--- config.mk ---
export PLATFORM = sky130hd
export DESIGN_NAME = dice_race_turn_ctrl
export DESIGN_NICKNAME = d
export VERILOG_FILES = /design/src/rtl/dice_race_turn_ctrl.sv
export SDC_FILE = /design/constraint.sdc
export NUM_CORES = 1
export LEC_CHECK = 0
export ABC_CLOCK_PERIOD_IN_PS = 2400
export BUFFER_PORTS_ARGS = -buffer_cell sky130_fd_sc_hd__buf_2
export CAP_MARGIN = 20
export CORE_AREA = 2 2 85 87
export DETAILED_ROUTE_END_ITERATION = 10
export DIE_AREA = 0 0 87 89
export GPL_ROUTABILITY_DRIVEN = 0
export PLACE_DENSITY = 0.84
export REMOVE_ABC_BUFFERS = 1
export SETUP_SLACK_MARGIN = 0.1
export SLEW_MARGIN = 40
export SYNTH_ARGS = -nofsm -noshare
export SYNTH_HDL_FRONTEND = slang
export SYNTH_SLANG_ARGS = --single-unit
--- constraint.sdc ---
create_clock -name clk -period 2.4 [get_ports clk]
set_input_delay 0.12 -clock clk [delete_from_list [all_inputs] [get_ports clk]]
set_output_delay 0.12 -clock clk [all_outputs]
set_load 0.02 [all_outputs]
--- src/rtl/dice_race_turn_ctrl.sv ---
// dice_race_turn_ctrl
// Turn sequencer for the dice-race game. It waits for a roll request,
// accepts a die value once it has stayed stable, walks the current player
// forward one square per STEP_CYCLES clocks, then checks for a winner and
// passes the turn to the next player.
//
// Optional feature macro: EXACT_FINISH_EN
//   defined   : the finish must be hit exactly; surplus steps bounce back.
//   undefined : the position clamps at TRACK_LEN and surplus pips are dropped.
//
// Ports
//   clk, reset       : system clock, synchronous active-high reset
//   is_game          : game screen active; low forces IDLE and clears the board
//   menu_select      : 0 = 2 players, 1 = 4 players (sampled leaving IDLE)
//   game_start_tick  : roll request level; its rising edge starts a capture
//   dice_valid       : dice_value carries a reading this cycle
//   dice_value       : recognised pips, 1..6 legal
//   cur_player       : player whose turn it is
//   pos_flat         : player k position at [k*POS_W +: POS_W]
//   roll_value       : last accepted die value
//   phase            : FSM state (IDLE=0 .. DONE=6), also the debug view
//   step_pulse       : one-cycle pulse per square moved
//   winner_valid     : high while in DONE
//   winner_id        : winning player, meaningful when winner_valid
//
// Interface semantics: dice_valid is a valid-only qualifier with no ready;
// the recogniser streams readings and this block samples them every cycle.
module dice_race_turn_ctrl #(
  parameter int TRACK_LEN   = 30,
  parameter int POS_W       = 5,
  parameter int STEP_CYCLES = 12_500_000,
  parameter int STABLE_CNT  = 8
) (
  input  logic               clk,
  input  logic               reset,
  input  logic               is_game,
  input  logic               menu_select,
  input  logic               game_start_tick,
  input  logic               dice_valid,
  input  logic [2:0]         dice_value,
  output logic [1:0]         cur_player,
  output logic [4*POS_W-1:0] pos_flat,
  output logic [2:0]         roll_value,
  output logic [2:0]         phase,
  output logic               step_pulse,
  output logic               winner_valid,
  output logic [1:0]         winner_id
);

  localparam int STEP_W = (STEP_CYCLES > 1) ? $clog2(STEP_CYCLES) : 1;
  localparam int STAB_W = $clog2(STABLE_CNT + 1);
  localparam logic [STEP_W-1:0] STEP_LAST = STEP_W'(STEP_CYCLES - 1);
  localparam logic [STAB_W-1:0] STAB_TGT  = STAB_W'(STABLE_CNT);
  localparam logic [POS_W-1:0]  FINISH    = POS_W'(TRACK_LEN);

  typedef enum logic [2:0] {
    S_IDLE      = 3'd0,
    S_WAIT_ROLL = 3'd1,
    S_CAPTURE   = 3'd2,
    S_MOVE      = 3'd3,
    S_CHECK     = 3'd4,
    S_NEXT      = 3'd5,
    S_DONE      = 3'd6
  } state_t;

  state_t             state_q, state_d;
  logic               four_q, four_d;        // 1 = four players
  logic               tick_prev_q;
  logic [2:0]         prev_val_q;
  logic [STAB_W-1:0]  stab_q, stab_d;
  logic [STEP_W-1:0]  step_q, step_d;
  logic [2:0]         rem_q, rem_d;
  logic [POS_W-1:0]   pos_q [4];
  logic [POS_W-1:0]   pos_d [4];
  logic [1:0]         cur_q, cur_d;
  logic [2:0]         roll_q, roll_d;
  logic [1:0]         win_id_q, win_id_d;
`ifdef EXACT_FINISH_EN
  logic               bounce_q, bounce_d;    // finish reached, now walking back
`endif

  logic               legal;
  logic               tick_rise;
  logic [POS_W-1:0]   cur_pos;
  logic [POS_W-1:0]   pos_new;
  logic [STAB_W-1:0]  stab_next;

  always_comb begin
    state_d    = state_q;
    four_d     = four_q;
    stab_d     = stab_q;
    step_d     = step_q;
    rem_d      = rem_q;
    cur_d      = cur_q;
    roll_d     = roll_q;
    win_id_d   = win_id_q;
    pos_d      = pos_q;
    step_pulse = 1'b0;
    pos_new    = '0;
    stab_next  = '0;
`ifdef EXACT_FINISH_EN
    bounce_d   = bounce_q;
`endif
    // "legal" means a reading is present and shows a real face.
    legal      = dice_valid && (dice_value != 3'd0) && (dice_value != 3'd7);
    tick_rise  = game_start_tick && !tick_prev_q;
    cur_pos    = pos_q[cur_q];

    case (state_q)
      S_IDLE: begin
        if (is_game) begin
          four_d  = menu_select;
          state_d = S_WAIT_ROLL;
        end
      end
      S_WAIT_ROLL: begin
        if (tick_rise) begin
          stab_d  = '0;
          state_d = S_CAPTURE;
        end
      end
      S_CAPTURE: begin
        // A run of identical legal readings; any break restarts the run,
        // counting the current reading as its first cycle when legal.
        if (legal && (dice_value == prev_val_q)) stab_next = stab_q + 1'b1;
        else if (legal)                          stab_next = STAB_W'(1);
        else                                     stab_next = '0;
        stab_d = stab_next;
        if (stab_next == STAB_TGT) begin
          roll_d  = dice_value;
          rem_d   = dice_value;
          step_d  = '0;
`ifdef EXACT_FINISH_EN
          bounce_d = 1'b0;
`endif
          state_d = S_MOVE;
        end
      end
      S_MOVE: begin
        if (step_q == STEP_LAST) begin
          step_pulse = 1'b1;
          step_d     = '0;
          rem_d      = rem_q - 3'd1;
`ifdef EXACT_FINISH_EN
          if (bounce_q) pos_new = cur_pos - POS_W'(1);
          else          pos_new = cur_pos + POS_W'(1);
          if (pos_new == FINISH) bounce_d = 1'b1;
          if (rem_d == 3'd0) state_d = S_CHECK;
`else
          pos_new = cur_pos + POS_W'(1);
          if ((rem_d == 3'd0) || (pos_new == FINISH)) state_d = S_CHECK;
`endif
          pos_d[cur_q] = pos_new;
        end else begin
          step_d = step_q + 1'b1;
        end
      end
      S_CHECK: begin
        if (cur_pos == FINISH) begin
          win_id_d = cur_q;
          state_d  = S_DONE;
        end else begin
          state_d  = S_NEXT;
        end
      end
      S_NEXT: begin
        if (cur_q == (four_q ? 2'd3 : 2'd1)) cur_d = 2'd0;
        else                                 cur_d = cur_q + 2'd1;
        state_d = S_WAIT_ROLL;
      end
      S_DONE: begin
        state_d = S_DONE;
      end
      default: state_d = S_IDLE;
    endcase

    // Leaving the game screen aborts everything, even mid-move.
    if (!is_game) begin
      state_d    = S_IDLE;
      cur_d      = 2'd0;
      roll_d     = 3'd0;
      win_id_d   = 2'd0;
      stab_d     = '0;
      step_d     = '0;
      rem_d      = 3'd0;
      step_pulse = 1'b0;
      for (int k = 0; k < 4; k++) pos_d[k] = '0;
`ifdef EXACT_FINISH_EN
      bounce_d   = 1'b0;
`endif
    end
  end

  always_ff @(posedge clk) begin
    if (reset) begin
      state_q     <= S_IDLE;
      four_q      <= 1'b0;
      tick_prev_q <= 1'b0;
      prev_val_q  <= 3'd0;
      stab_q      <= '0;
      step_q      <= '0;
      rem_q       <= 3'd0;
      cur_q       <= 2'd0;
      roll_q      <= 3'd0;
      win_id_q    <= 2'd0;
      for (int k = 0; k < 4; k++) pos_q[k] <= '0;
`ifdef EXACT_FINISH_EN
      bounce_q    <= 1'b0;
`endif
    end else begin
      state_q     <= state_d;
      four_q      <= four_d;
      tick_prev_q <= game_start_tick;
      prev_val_q  <= dice_value;
      stab_q      <= stab_d;
      step_q      <= step_d;
      rem_q       <= rem_d;
      cur_q       <= cur_d;
      roll_q      <= roll_d;
      win_id_q    <= win_id_d;
      for (int k = 0; k < 4; k++) pos_q[k] <= pos_d[k];
`ifdef EXACT_FINISH_EN
      bounce_q    <= bounce_d;
`endif
    end
  end

  always_comb begin
    pos_flat = '0;
    for (int k = 0; k < 4; k++) pos_flat[k*POS_W +: POS_W] = pos_q[k];
  end

  assign cur_player   = cur_q;
  assign roll_value   = roll_q;
  assign phase        = state_q;
  assign winner_valid = (state_q == S_DONE);
  assign winner_id    = win_id_q;

endmodule
==> impl_metrics.ini, run 1 <==
[worst_setup_path]
timing.critical_path.from_type = register
crit_path_max_fanout = 6
critPathCaptureType = primary output
worstSetupPathType = register to primary output
crit_path_cell_trace = ha_1, nand4_1, nor2_4, and3_2, and2_1, buf_2
worstPathRequired_ns = 2.28
worstPathArrival_ns = 2.09
cp_delay_by_family_top = simple AND/OR/NAND/NOR gates
worst-path-buf-inv = 1
timing.critical_path.slowest_stage_cell = dfxtp_1
worst_path_largest_cell_delay_ns = 0.41

[power_and_ir_drop]
clock_power_share_pct = 42.7
cellLeakagePower_nw = 1.45
totalPowerFinal_mw = 2.11
share_seq_of_total_power_pct = 52.6
swShare_pct = 23.1
comb_power_share_pct = 4.7
switching_power_mw = 0.486
power_density_mw_per_mm2 = 517
internal_power_mw = 1.62
irDropWorstVdd_mv = 0.250

[global_route]
first_pass_grt_wire_length_mm = 14.2
grt-ovfl-total = 0
grt_start_max_net_pins = 39
gr-usage-all-layers_pct = 23.1
initial_antenna_violation_count = 0
grt_pass1_vias = 3094

[timing]
finalClockSkew_ns = 0.00767
worst_slew_margin_rel_pct = 42.5
timing.final.crit_period_ns = 2.21
worst_pin_slew_ns = 0.862
hold_viol = 0
layout_worst_path_cycle_share_pct = 91.9
max_freq_ghz = 0.453
timing.final.setup_violations = 0
rsz0062_at_grt = yes
final_max_slew_viol_count = 0

[worst_hold_path]
worstHoldPathType = input port to register

[synthesis]
netlist-cell-type-count = 64
synth_ff_type = dfxtp_1
post_synthesis_instance_area_sq_mm = 0.00353
postSynthCellCount = 405
async_flop_share_pct = 0
synthMuxAreaShare_pct = 4.25
yosysTopAreaCell = dfxtp_1
synth_xor_xnor_area_share_pct = 2.48
synth_top_cells_by_area = dfxtp_1, a21oi_1, nand3_1
synth_enable_flop_cells = 0
post_synth_most_frequent_cells = dfxtp_1, nand2_1, a21oi_1
synth_compound_gate_area_share_pct = 20.6
synth.ff_latch_count = 66
ys_seq_area_share_pct = 37.4
synth_top_area_share_pct = 37.4
synthSimpleGateAreaFrac_pct = 26.2
synth_adder_area_share_pct = 3.89
synth.most_common_cell = dfxtp_1
synthesis.area_per_instance_sq_um = 8.73
synth_top_family_by_area = simple AND/OR/NAND/NOR gates
synth.yosys.warnings = 0

[final_layout]
final_cell_count_no_fill = 538
antenna_cells_inserted = 0
multi_input_comb_area_sq_mm = 0.00206
proportion_of_layout_cells_with_a_drive_suffix_above_1_pct = 21.2
syn2layout_area_growth_pct = 15.2
fill_cells = 555
finalNetCount = 474
area.sequential_sq_mm = 0.00132
utilization_pct = 60.6

[die]
die_outline_area_sq_mm = 0.00774
die_width_um = 87
floorplan.die.height_um = 89
floorplan.rows = 30
initial_core_util_pct = 52.6
io-pin-count = 41
core_area_sq_mm = 0.00672

[clock_tree]
clkSlewWorstSetupHoldPaths_ns = 0.07
clock_path_buffers = 2
ctsRootBufferMaster = clkbuf_8
tritoncts_clock_tree = done
tritoncts.num_buffers = 9
cts.sink_count = 66
cts_htree_levels = 3
hold_buffers = 0
worst_skew_pair.late_latency_ns = 0.34

[placed_design]
place_hpwl_mm = 6.10
dp_cells = 518
port_buffers = 40

[drt]
wirelength_met1_mm = 3.77
routed-wl-met2_mm = 4.76
routed-via-count = 3474
detailedRoute.firstPassIterationCount = 6
highest_layer = met4
drt.antenna.violating_nets = 0
drcViolationCount = 0
drt_first_iter_violations = 380
wirelength_mm = 9.29
wl_met3_um = 601
avgRoutedWirePerCell_um = 17.3
viasPerCell = 6.46

[run]
max-cap-violations = 0

[status]
status = complete, no violations
[power groups by stage]
stage | Clock, mW | Combinational (mW) | Sequential, mW
after floorplan | 0 | 0.0490 | 1.13
after global placement | 0 | 0.0855 | 1.13
after detailed placement | 0 | 0.0881 | 1.13
after CTS | 0.910 | 0.0887 | 1.11
after global routing | 0.957 | 0.106 | 1.11
final | 0.898 | 0.0989 | 1.11
[per-stage QoR]
stage               setup slack [ns]  setup TNS, ns  hold WS (ns)  cell area, sq um
floorplan                     -0.107         -0.425         0.192              3420
global placement               0.137              0         0.358              3810
detailed placement            0.0427              0         0.386              3810
CTS                            0.109              0        0.0316              4000
global route                  0.0583              0        0.0339              4070
finish                         0.195              0        0.0303              4070
[final cells by class]
cell class / count / area share (%)
multi-input cells: 304 / 50.5
flip-flops and latches: 66 / 32.5
repair buffers: 56 / 8.36
clock buffers: 14 / 4.49
well taps: 80 / 2.46
inverters: 17 / 1.57
clock inverters: 1 / 0.184
[registers in the layout, indices dropped and copies added (netlist names)]
signal	flops
four_q	1
cur_player	2
prev_val_q	3
winner_id	2
roll_value	3
phase	3
step_q	24
tick_prev_q	1
pos_flat	20
stab_q	4
rem_q	3
[cells in the final DEF (no fill, tap or decap), drive strengths merged, types with 2 or more instances in the layout]
master	count
nor4	2
a311oi	13
and2	4
and4	5
inv	17
or4	3
nand3	37
o21ai	16
or3	2
a31oi	7
nand3b	3
a211oi	5
nand4	14
nor3	6
clkbuf	14
dfxtp	66
xor2	2
mux4	5
and3	9
buf	56
ha	11
o31ai	3
nor3b	4
nand2	40
a21o	2
nand2b	4
a21oi	42
or2	5
xnor2	8
mux2i	3
nor2b	7
a2111oi	2
a41oi	6
nor2	17
[routing by layer]
metal,up-vias,GRT usage (%)
met4,0,9.94
met5,-,0
met1,1675,29.2
met3,24,4.99
met2,151,38.0
li1,1624,-
[worst reg2reg max path, delay by kind of cell, from the launching register on]
kind            cells  cell delay (ns)
simple gates        4             1.18
flops               1             0.41
buf+inv             1             0.16
fa+ha+maj           1             0.22
compound gates      1             0.13
[final timing paths]
check	slack, ns	start	endpoint	depth (start not counted)
min reg2reg	0.45	roll_value[0]	roll_value[0]	2
max	0.19	step_q[0]	step_pulse	6
max reg2reg	0.22	step_q[0]	pos_flat[1]	7
min	0.03	menu_select	four_q	3
[cells by family after synthesis]
logic type | count (synthesis)
AOI/OAI and AO/OA | 107
xor gates and xnor gates | 10
adders and majority gates | 11
buffers and inverters | 36
DFF | 66
muxes | 8
and+or+nand+nor | 167
[timing repair]
item                       in CTS  in global routing
setup buffers                   0                  3
gates cloned                    0                  1
setup endpoints to repair       3                 15
pin swaps                       0                  3
resized for setup               3                  6
Note: power is estimated with default switching activity, not from simulation.
==> run 2: changes to the inputs <==
CORE_AREA = 2 2 98 76   (was 2 2 85 87)
CTS_CLUSTER_SIZE = 14   (was default)
DIE_AREA = 0 0 100 78   (was 0 0 87 89)
==> run 2 against run 1 <==
Against the previous run:
- global-route usage up 2.9 points
- largest power group unchanged
- highest routed layer unchanged
- critical path depth unchanged
- utilization down 0.26 points
==> impl_metrics.ini, run 2 (same netlist as run 1, synthesis figures left out) <==
[drt]
detailedRoute.firstPassIterationCount = 5
routed-via-count = 3502
avgRoutedWirePerCell_um = 18.2
drcViolationCount = 0
wirelength_mm = 9.87
drt_first_iter_violations = 303
viasPerCell = 6.45
drt.antenna.violating_nets = 0

[timing]
worst_pin_slew_ns = 0.614
max_freq_ghz = 0.453
worst_slew_margin_rel_pct = 59.1
hold_viol = 0
rsz0062_at_grt = no
timing.final.setup_violations = 0
finalClockSkew_ns = 0.0146
layout_worst_path_cycle_share_pct = 91.9
hold-worst-slack_ns = 0.0122
timing.final.crit_period_ns = 2.21
final_max_slew_viol_count = 0

[final_layout]
proportion_of_layout_cells_with_a_drive_suffix_above_1_pct = 21.4
number_of_flip_flops_in_the_largest_register = 24
multi_input_comb_area_sq_mm = 0.00206
most_common_cell_after_layout_fill_and_taps_aside = dfxtp_1
mostFrequentLayoutCells = dfxtp_1, nand2_1, buf_2, a21oi_1, nand3_1
final_area_sq_mm = 0.00408
syn2layout_area_growth_pct = 15.5
area.sequential_sq_mm = 0.00132
fill_cells = 570
reg_with_most_ffs = step_q
antenna_cells_inserted = 0
finalNetCount = 474

[global_route]
grt_pass1_vias = 3237
initial_antenna_violation_count = 0
first_pass_grt_wire_length_mm = 15.9
grt-ovfl-total = 0
gr-usage-all-layers_pct = 25.9
grt_start_max_net_pins = 35

[power_and_ir_drop]
irDropWorstVdd_mv = 0.273
totalPowerFinal_mw = 2.14
power_density_mw_per_mm2 = 524
cellLeakagePower_nw = 1.45

[worst_setup_path]
rr_worst_depth = 7
crit_path_cell_trace = ha_1, nand4_1, nor2_4, and3_2, and2_1, buf_2
timing.reg2reg.setup_slack_ns = 0.21
worst-path-buf-inv = 1
timing.critical_path.from_type = register
worst_path_largest_cell_delay_ns = 0.41
crit_path_max_fanout = 6
timing.critical_path.slowest_stage_cell = dfxtp_1
r2r_end = step_q[10]
critPathCaptureType = primary output
cp_delay_by_family_top = simple AND/OR/NAND/NOR gates
worstPathArrival_ns = 2.09
rr_startpoint = step_q[0]
cp.depth = 6
worstPathRequired_ns = 2.28
worstSetupPathType = register to primary output

[clock_tree]
clkSlewWorstSetupHoldPaths_ns = 0.08
tritoncts_clock_tree = done
worst_skew_pair.late_latency_ns = 0.36
clock_path_buffers = 2
tritoncts.num_buffers = 9
ctsRootBufferMaster = clkbuf_8
cts_htree_levels = 3
cts.sink_count = 66

[die]
floorplan.die.height_um = 78
io-pin-count = 41
die_width_um = 100
initial_core_util_pct = 52.2
floorplan.rows = 26
die_outline_area_sq_mm = 0.00780
core_area_sq_mm = 0.00677

[status]
status = complete, no violations

[run]
max-cap-violations = 0

[placed_design]
place_hpwl_mm = 6.64
port_buffers = 40
dpl_cell_area_sq_mm = 0.00382

[worst_hold_path]
hold_path_depth = 2
whs_endpoint = prev_val_q[1]
worstHoldPathType = input port to register
worstHoldStart = reset
run 2: changes by cell type in the layout (fill, tap and decap cells not counted), sizes merged:
cell	delta
dlygate4sd3	+1
clkinv	+5
clkbuf	-5
buf	-1
bufinv	+1
run 2: layout make-up:
class,count,share of cell area (%)
Sequential cell,66,32.4
Clock buffer,9,3.03
Inverter,17,1.56
Tap cell,84,2.57
Multi-Input combinational cell,304,50.5
Timing Repair Buffer,56,8.21
Clock inverter,7,1.72
run 2: what timing repair did:
item                                    CTS  global route
buffers inserted                          0             2
endpoints found under the setup margin    4            16
hold buffers                              1             0
cloned                                    0             1
endpoints found under the hold margin     1             0
gates resized for setup                   2             8
pin swaps                                 1             5
run 2: where the power goes:
group / switching (mW) / internal [mW]
combinational: 0.0658 / 0.0322
clock: 0.459 / 0.477
sequential: 0.00585 / 1.10
run 2: per-layer routing:
layer  part of all wire (%)  vias up  track usage (%)
met4                    2.2        0             11.0
met1                     44     1667             35.3
met3                    8.0       26             6.49
met5                      0        -                0
li1                       -     1619                -
met2                     46      190             39.1
run 2: worst max path at each step:
stage / start / end / slack (ns)
after global routing: step_q[1] / pos_flat[16] / 0.09
after detailed placement: cur_player[1] / winner_id[0] / 0.06
final: step_q[0] / step_pulse / 0.19
after CTS: cur_player[1] / winner_id[0] / 0.10
after global placement: cur_player[1] / winner_id[0] / 0.24
after floorplan: cur_player[1] / phase[0] / -0.11
run 2: worst reg2reg max path: cells and delay by family (launching register included):
kind	cells	cell delay, ns
adders and majority gates	1	0.25
and+or+nand+nor	2	0.34
buffers and inverters	1	0.14
AOI/OAI and AO/OA	3	0.97
DFF	1	0.36
run 2: stage by stage:
step	worst slack, ns	cells	TNS, ns	util [%]
global route	0.0876	543	0	60.4
finish	0.195	543	0	60.4
global placement	0.241	523	0	56.5
detailed placement	0.0588	523	0	56.5
floorplan	-0.107	386	-0.425	-
CTS	0.103	540	0	59.6
